### src/rtl/wb_ram512x8_ctrl.sv
// Wishbone-classic slave bridging 32-bit word accesses onto the 8-bit port
// of the 512x8 SRAM wrapper: four byte slots per access, little-endian.
module wb_ram512x8_ctrl (
    input  logic        clk_i,
    input  logic        rst_i,
    input  logic        wb_cyc_i,
    input  logic        wb_stb_i,
    input  logic        wb_we_i,
    input  logic [6:0]  wb_adr_i,
    input  logic [3:0]  wb_sel_i,
    input  logic [31:0] wb_dat_i,
    output logic [31:0] wb_dat_o,
    output logic        wb_ack_o,
    output logic        ram_wen_o,
    output logic [8:0]  ram_adr_o,
    output logic [7:0]  ram_dat_o,
    input  logic [7:0]  ram_dat_i
);

    localparam int unsigned WORD_AW = 7;
    localparam int unsigned BYTE_AW = 9;
    localparam int unsigned DW      = 32;

    typedef enum logic [1:0] {IDLE, WR, RD, ACK} state_t;

    state_t              state_q, state_d;
    logic [1:0]          k_q, k_d;
    logic [WORD_AW-1:0]  adr_q, adr_d;
    logic [DW-1:0]       dat_q, dat_d;
    logic [3:0]          sel_q, sel_d;
    logic [DW-1:0]       asm_q, asm_d;
    // Read pipeline tags: an address was registered one / two edges ago.
    logic                p1_q, p1_d;
    logic                p2_q, p2_d;
    logic [DW-1:0]       wb_dat_d;
    logic                wb_ack_d;
    logic                ram_wen_d;
    logic [BYTE_AW-1:0]  ram_adr_d;
    logic [7:0]          ram_dat_d;

    // Next-state and next-output logic; every output is registered below.
    always_comb begin
        state_d   = state_q;
        k_d       = k_q;
        adr_d     = adr_q;
        dat_d     = dat_q;
        sel_d     = sel_q;
        asm_d     = asm_q;
        p1_d      = 1'b0;
        p2_d      = p1_q;
        wb_dat_d  = '0;
        wb_ack_d  = 1'b0;
        ram_wen_d = 1'b0;
        ram_adr_d = ram_adr_o;
        ram_dat_d = ram_dat_o;

        unique case (state_q)
            IDLE: begin
                if (wb_cyc_i && wb_stb_i && !wb_ack_o) begin
                    adr_d     = wb_adr_i;
                    dat_d     = wb_dat_i;
                    sel_d     = wb_sel_i;
                    k_d       = 2'd1;
                    // Slot 0 is issued on the accepting edge itself.
                    ram_adr_d = {wb_adr_i, 2'd0};
                    if (wb_we_i) begin
                        ram_dat_d = wb_dat_i[7:0];
                        ram_wen_d = wb_sel_i[0];
                        state_d   = WR;
                    end else begin
                        p1_d    = 1'b1;
                        state_d = RD;
                    end
                end
            end
            WR: begin
                // k wraps to 0 after slot 3; k == 0 here marks completion.
                if (k_q == 2'd0) begin
                    wb_ack_d = wb_cyc_i;
                    state_d  = ACK;
                end else begin
                    ram_adr_d = {adr_q, k_q};
                    ram_dat_d = dat_q[{k_q, 3'b000} +: 8];
                    ram_wen_d = sel_q[k_q];
                    k_d       = k_q + 2'd1;
                end
            end
            RD: begin
                if (k_q != 2'd0) begin
                    ram_adr_d = {adr_q, k_q};
                    k_d       = k_q + 2'd1;
                    p1_d      = 1'b1;
                end
                if (p2_q) begin
                    asm_d = {ram_dat_i, asm_q[DW-1:8]};
                    // Last byte: nothing issued one edge ago.
                    if (!p1_q) begin
                        wb_dat_d = {ram_dat_i, asm_q[DW-1:8]};
                        wb_ack_d = wb_cyc_i;
                        state_d  = ACK;
                    end
                end
            end
            ACK: begin
                state_d = IDLE;
            end
            default: begin
                state_d = IDLE;
            end
        endcase
    end

    // State, request latches and registered outputs; synchronous reset wins.
    always_ff @(posedge clk_i) begin
        if (rst_i) begin
            state_q   <= IDLE;
            k_q       <= 2'd0;
            adr_q     <= '0;
            dat_q     <= '0;
            sel_q     <= '0;
            asm_q     <= '0;
            p1_q      <= 1'b0;
            p2_q      <= 1'b0;
            wb_dat_o  <= '0;
            wb_ack_o  <= 1'b0;
            ram_wen_o <= 1'b0;
            ram_adr_o <= '0;
            ram_dat_o <= '0;
        end else begin
            state_q   <= state_d;
            k_q       <= k_d;
            adr_q     <= adr_d;
            dat_q     <= dat_d;
            sel_q     <= sel_d;
            asm_q     <= asm_d;
            p1_q      <= p1_d;
            p2_q      <= p2_d;
            wb_dat_o  <= wb_dat_d;
            wb_ack_o  <= wb_ack_d;
            ram_wen_o <= ram_wen_d;
            ram_adr_o <= ram_adr_d;
            ram_dat_o <= ram_dat_d;
        end
    end

endmodule

### config.mk
export PLATFORM = sky130hd
export DESIGN_NAME = wb_ram512x8_ctrl
export DESIGN_NICKNAME = d
export VERILOG_FILES = /design/src/rtl/wb_ram512x8_ctrl.sv
export SDC_FILE = /design/constraint.sdc
export NUM_CORES = 1
export LEC_CHECK = 0
export CELL_PAD_IN_SITES_DETAIL_PLACEMENT = 1
export CELL_PAD_IN_SITES_GLOBAL_PLACEMENT = 2
export CORE_ASPECT_RATIO = 1.1
export CORE_MARGIN = 5
export CORE_UTILIZATION = 30
export CTS_CLUSTER_SIZE = 20
export DETAILED_ROUTE_END_ITERATION = 8
export PLACE_DENSITY = 0.87
export SLEW_MARGIN = 20
export SYNTH_ARGS = -nofsm -noshare
export SYNTH_HDL_FRONTEND = slang
export SYNTH_SLANG_ARGS = --single-unit
### constraint.sdc
create_clock -name clk_i -period 2.1 [get_ports clk_i]
set_input_delay 0.21 -clock clk_i [delete_from_list [all_inputs] [get_ports clk_i]]
set_output_delay 0.21 -clock clk_i [all_outputs]
set_load 0.05 [all_outputs]
# ---- Word-level counts from Yosys, hierarchy flattened
# Index checks and enable logic that the tools add are counted.
dict set report totals {
  regBits 132
  input_bits 56
  output_inout_bits 51
  elab_cells 74
}
dict set report classes {
  addsub 1
  order_cmp 1
  eq_ne 10
  shift 1
  mux 32
  bitwise_logic 2
  reduce_logical 14
}
# cell count
set op_table {}
lappend op_table {{$shiftx A32 B6 Y8} 1}
lappend op_table {{$mux W9} 3}
lappend op_table {{$pmux W9 S3} 1}
lappend op_table {{$mux W8} 3}
lappend op_table {{$mux W2} 8}
lappend op_table {{$pmux W8 S2} 1}
lappend op_table {{$ne A2 B2 Y1 const B} 7}
lappend op_table {{$reduce_and A4 Y1} 3}
lappend op_table {{$mux W1} 10}
lappend op_table {{$pmux W2 S4} 1}
lappend op_table {{$pmux W1 S2} 3}
lappend op_table {{$pmux W2 S3} 1}
lappend op_table {{$eq A2 B2 Y1 const B} 2}
lappend op_table {{$logic_not A2 Y1} 2}
lappend op_table {{$reduce_and A2 Y1} 2}
lappend op_table {{$reduce_bool A2 Y1} 2}
lappend op_table {{$reduce_or A4 Y1} 1}
lappend op_table {{$lt A2 B3 Y1 const B} 1}
lappend op_table {{$reduce_bool A3 Y1} 1}
lappend op_table {{$add A2 B1 Y2 const B} 1}
lappend op_table {{$bmux W1 S2} 1}
lappend op_table {{$eq A2 B1 Y1 const B} 1}
lappend op_table {{$logic_and A1 B1 Y1} 2}
lappend op_table {{$not A1 Y1} 2}
lappend op_table {{$logic_not A1 Y1} 1}

# ---- Longest topological paths before layout
dict set report logic_depth {
  depth_word 4
  ltp_mapped 7
  ltp_nobuf 5
}

# ---- Least setup slack after synthesis
# Ideal clock, no wire load.
dict set report synth_timing {
  path_type {register to register}
  start {register k_q[0]}
  end {register ram_adr_o[2]}
  setup_time_ns 0.116
  t_arrival_ns 1.504
  required_ns 1.984
  path_slack_ns 0.480
  path_stages_with_launch 7
  path_cell_list {dfxtp_1 > buf_2 > inv_1 > ha_1 > o21a_1 > a21o_2 > a31o_2}
}
dict set report synth_between {
  elab_chain_len 3
}
# item line
set synth_rtl {}
lappend synth_rtl {{from (decl)} 27} ;# logic [1:0] k_q, k_d;
lappend synth_rtl {{from (signal assigned)} 131} ;# k_q <= k_d;
lappend synth_rtl {{$reduce_bool A2 Y1 or $logic_not A2 Y1 (tied branches)} {89, 78}}
lappend synth_rtl {{$ne A2 B2 Y1 (no line)} n/a}
lappend synth_rtl {{$reduce_and A4 Y1 (no line) *} n/a}
lappend synth_rtl {{to (signal assigned)} 141} ;# ram_adr_o <= ram_adr_d;
lappend synth_rtl {{to (decl)} 15} ;# output logic [8:0] ram_adr_o,
# Mark *: on every way between the ends. The rest lies on a longest branch, timed or not.
# A chain may end at the register's enable or synchronous reset.

# ---- Worst setup path in the final report
dict set report layout_timing {
  start {register state_q[0]}
  end {register ram_dat_o[0]}
}
dict set report layout_between {
  elab_chain_len 3
}
# item line
set layout_rtl {}
lappend layout_rtl {{from (decl)} 26} ;# state_t state_q, state_d;
lappend layout_rtl {{from (signal assigned)} 130} ;# state_q <= state_d;
lappend layout_rtl {{$eq A2 B1 Y1 or $logic_not A2 Y1 (tied branches)} 57} ;# unique case (state_q)
lappend layout_rtl {{$ne A2 B2 Y1 (no line) or $reduce_bool A2 Y1 (tied branches)} n/a}
lappend layout_rtl {{$reduce_and A4 Y1 (no line)} n/a}
lappend layout_rtl {{to (signal assigned)} 142} ;# ram_dat_o <= ram_dat_d;
lappend layout_rtl {{to (decl)} 16} ;# output logic [7:0] ram_dat_o,
# Several ways; a longest one is shown, not always the timed one.

==> impl_metrics.toml <==
[clock_tree]
clkSlewWorstSetupHoldPaths_ns = 0.06
hold_buffers = 0
cts_tree = "yes"
cts-buffers-inserted = 17
count_of_clock_tree_sinks = 124
clock_tree.htree_level_count = 4
maximum_buffer_depth_of_the_clock_tree = 2
clkLatencyLatePin_ns = 0.42
clock_tree.root_cell = "clkbuf_16"

[timing]
worst_pin_slew_ns = 0.619
rsz0062_at_grt = "no"
timing.final.crit_share_pct = 93.9
final_period_minus_worst_setup_slack_ns = 1.97
setup_viol_count_final = 0
fmaxAchievable_mhz = 507
hold_fails_final_rpt = 0
finalClockSkew_ns = 0.0114
max_slew_violations = 0
relSlewSlack_pct = 58.6

[global_route]
grt_antenna_before_repair = 0
first_global_vias = 4508
grt_max_degree = 33
gr-usage-all-layers_pct = 15.0
grt_overflow = 0
first_pass_grt_wire_length_um = 22800

[die]
row_count = 48
initial_util_pct = 30.7
dieWidth_um = 131
die_height_um = 143
dieArea_um2 = 18800
placeableCoreArea_um2 = 15800
ios = 107

[critical_path]
regToRegEndpoint = "ram_dat_o[0]"
setup.reg_to_reg.worst_slack_ns = 0.13
worst_r2r_startpoint = "state_q[0]"
critPathCaptureType = "flip-flop"
worstPathArrival_ns = 2.24
rr_worst_depth = 6
cp_data_required_time_ns = 2.37
timing.setup.critical_path_class = "reg2reg"
category_of_the_worst_setup_path_launch_point = "flip-flop"
critPathMaxFanout = 15

[yosys]
synth_flop_cell = "dfxtp_1"
ys_async_sr_fraction_pct = 0
synthesis.nets = 586
synth.largest_area_cell = "dfxtp_1"
synth_top_cells_by_area = "dfxtp_1 51%, nand2_1 11%, a21oi_1 6.9%, and2_1 4.3%, mux2_2 3.7%"
ys_seq_elements = 124
yosysWarnings = 0
synth_enable_flop_cells = 0
postSynthCellCount = 525
post_synth_num_cell_types = 45
syn-mean-instance-area_um2 = 9.24
mapped_area_um2 = 4850
synth_top_area_share_pct = 51.2
synth.yosys.seq_area_share_pct = 51.2

[hold_path]
worstHoldPathCells = 2
hp-class = "in2reg"
min_to = "p2_q"
hold_path_startpoint = "rst_i"

[final_layout]
fillerInstances = 1816
post-route-cell-area_um2 = 6640
nNetsFinal = 689
fin_util_pct = 42.1
post_route_cells_drive_above_1_share_pct = 12.6
mostFrequentLayoutCell = "nand2_1"
layout_common_cells = "143 x nand2_1, 124 x dfxtp_1, 105 x clkdlybuf4s50_1"
syn_to_final_growth_pct = 36.9
num_antenna_cells = 0

[outcome]
run_status = "completed"

[job]
cap_viol_max_count = 0

[drt]
route.antenna.remaining_nets = 0
via_count = 4044
wire_length_per_cell_after_detailed_routing_um = 16.3
drt-initial-drc-count = 198
drt-vias-per-instance = 4.81
initial_drt_pass_iterations = 5
drc = 0
postRouteWirelength_um = 13700

[power]
irDropWorstVdd_v = 0.000562
static-leakage-power_uw = 0.00241
power_density_nw_per_um2 = 1200

[placement]
numPortBuffers = 106
post_dp_cell_area_um2 = 6050
dp_wirelength_um = 9990
gp_congestion = 0.752
-- per-layer routing --
metal	routed length [µm]	global-route usage, %
met4	406	7.06
met1	5470	16.0
met2	7240	27.4
met3	586	4.48
met5	0	0
-- critical path, stage by stage (launching register included) --
cell and delay, ns:
dfxtp_1 0.33, inv_1 0.08, ha_1 0.19, buf_4 0.23, nor2b_1 0.54, o22a_2 0.33
a211oi_1 0.11
-- cells by family after synthesis --
logic type | count (synthesis) | share of synthesized area [%]
AND/OR/NAND/NOR | 201 | 19.1
buffers and inverters | 48 | 5.52
flip-flops | 124 | 51.2
AO/OA/AOI/OAI | 118 | 16.3
multiplexers | 29 | 6.65
adder cells (fa/ha/maj) | 5 | 1.29
-- layout make-up --
cell class              count  area, µm²  area share [%]
clock buffers              18        429            6.46
clock inverters            14        158            2.37
inverters                   8       30.0           0.452
multi-input cells         353       2100            31.6
flip-flops and latches    124       2480            37.4
well taps                 200        250            3.77
repair buffers            124       1190            17.9
-- timing repair --
item	4_1_cts	5_1_grt
setup endpoints to repair	0	1
buffers inserted	0	0
resized for setup	0	1
-- synth_stat cells, types with 2 or more instances --
master	instances
a21oi_1	67
clkbuf_2	4
o32ai_1	8
a2111oi_0	7
clkbuf_1	11
a211oi_1	11
mux2i_1	12
mux2_2	16
buf_4	10
ha_1	5
nor2b_1	4
and2_1	33
buf_2	10
a21o_2	2
or2b_1	2
nand2b_1	7
nand3_1	3
dfxtp_1	124
inv_1	6
a222oi_1	8
buf_6	3
a31o_2	4
a2bb2oi_1	2
a31o_1	3
nand2_1	143
-- worst max path at each step --
stage,start,to,slack [ns],cells after the start
after floorplan,k_q[0],ram_adr_o[2],0.48,6
after global placement,wb_cyc_i,ram_adr_o[8],0.03,4
after detailed placement,wb_cyc_i,ram_adr_o[8],-0.09,4
after CTS,state_q[0],ram_adr_o[8],0.01,6
after global routing,state_q[0],ram_adr_o[5],0.01,6
final,state_q[0],ram_dat_o[0],0.13,6
-- state kept, by name, indices dropped and copies added (netlist names) --
signal     cells
k_q            2
p2_q           1
p1_q           1
dat_q         32
ram_adr_o      9
wb_dat_o      32
wb_ack_o       1
adr_q          7
sel_q          4
ram_dat_o      8
state_q        2
ram_wen_o      1
asm_q         24
-- through the flow --
stage	total power (µW)	setup WS [ns]	hold slack [ns]	std cells	TNS, ns
final	7950	0.128	0.307	841	0
after detailed placement	5110	-0.0862	0.447	809	-0.0862
after global placement	4990	0.0299	0.439	809	0
after CTS	8050	0.0109	0.290	841	0
after global routing	8350	0.0121	0.314	841	0
after floorplan	4490	0.480	0.332	525	0
-- power by group --
part	leakage, µW	switching, µW	internal, µW
Clock	0.000284	1130	1770
Sequential	0.00101	135	2570
Combinational	0.00112	1400	953
No activity file was read; power rests on OpenSTA's default activity.
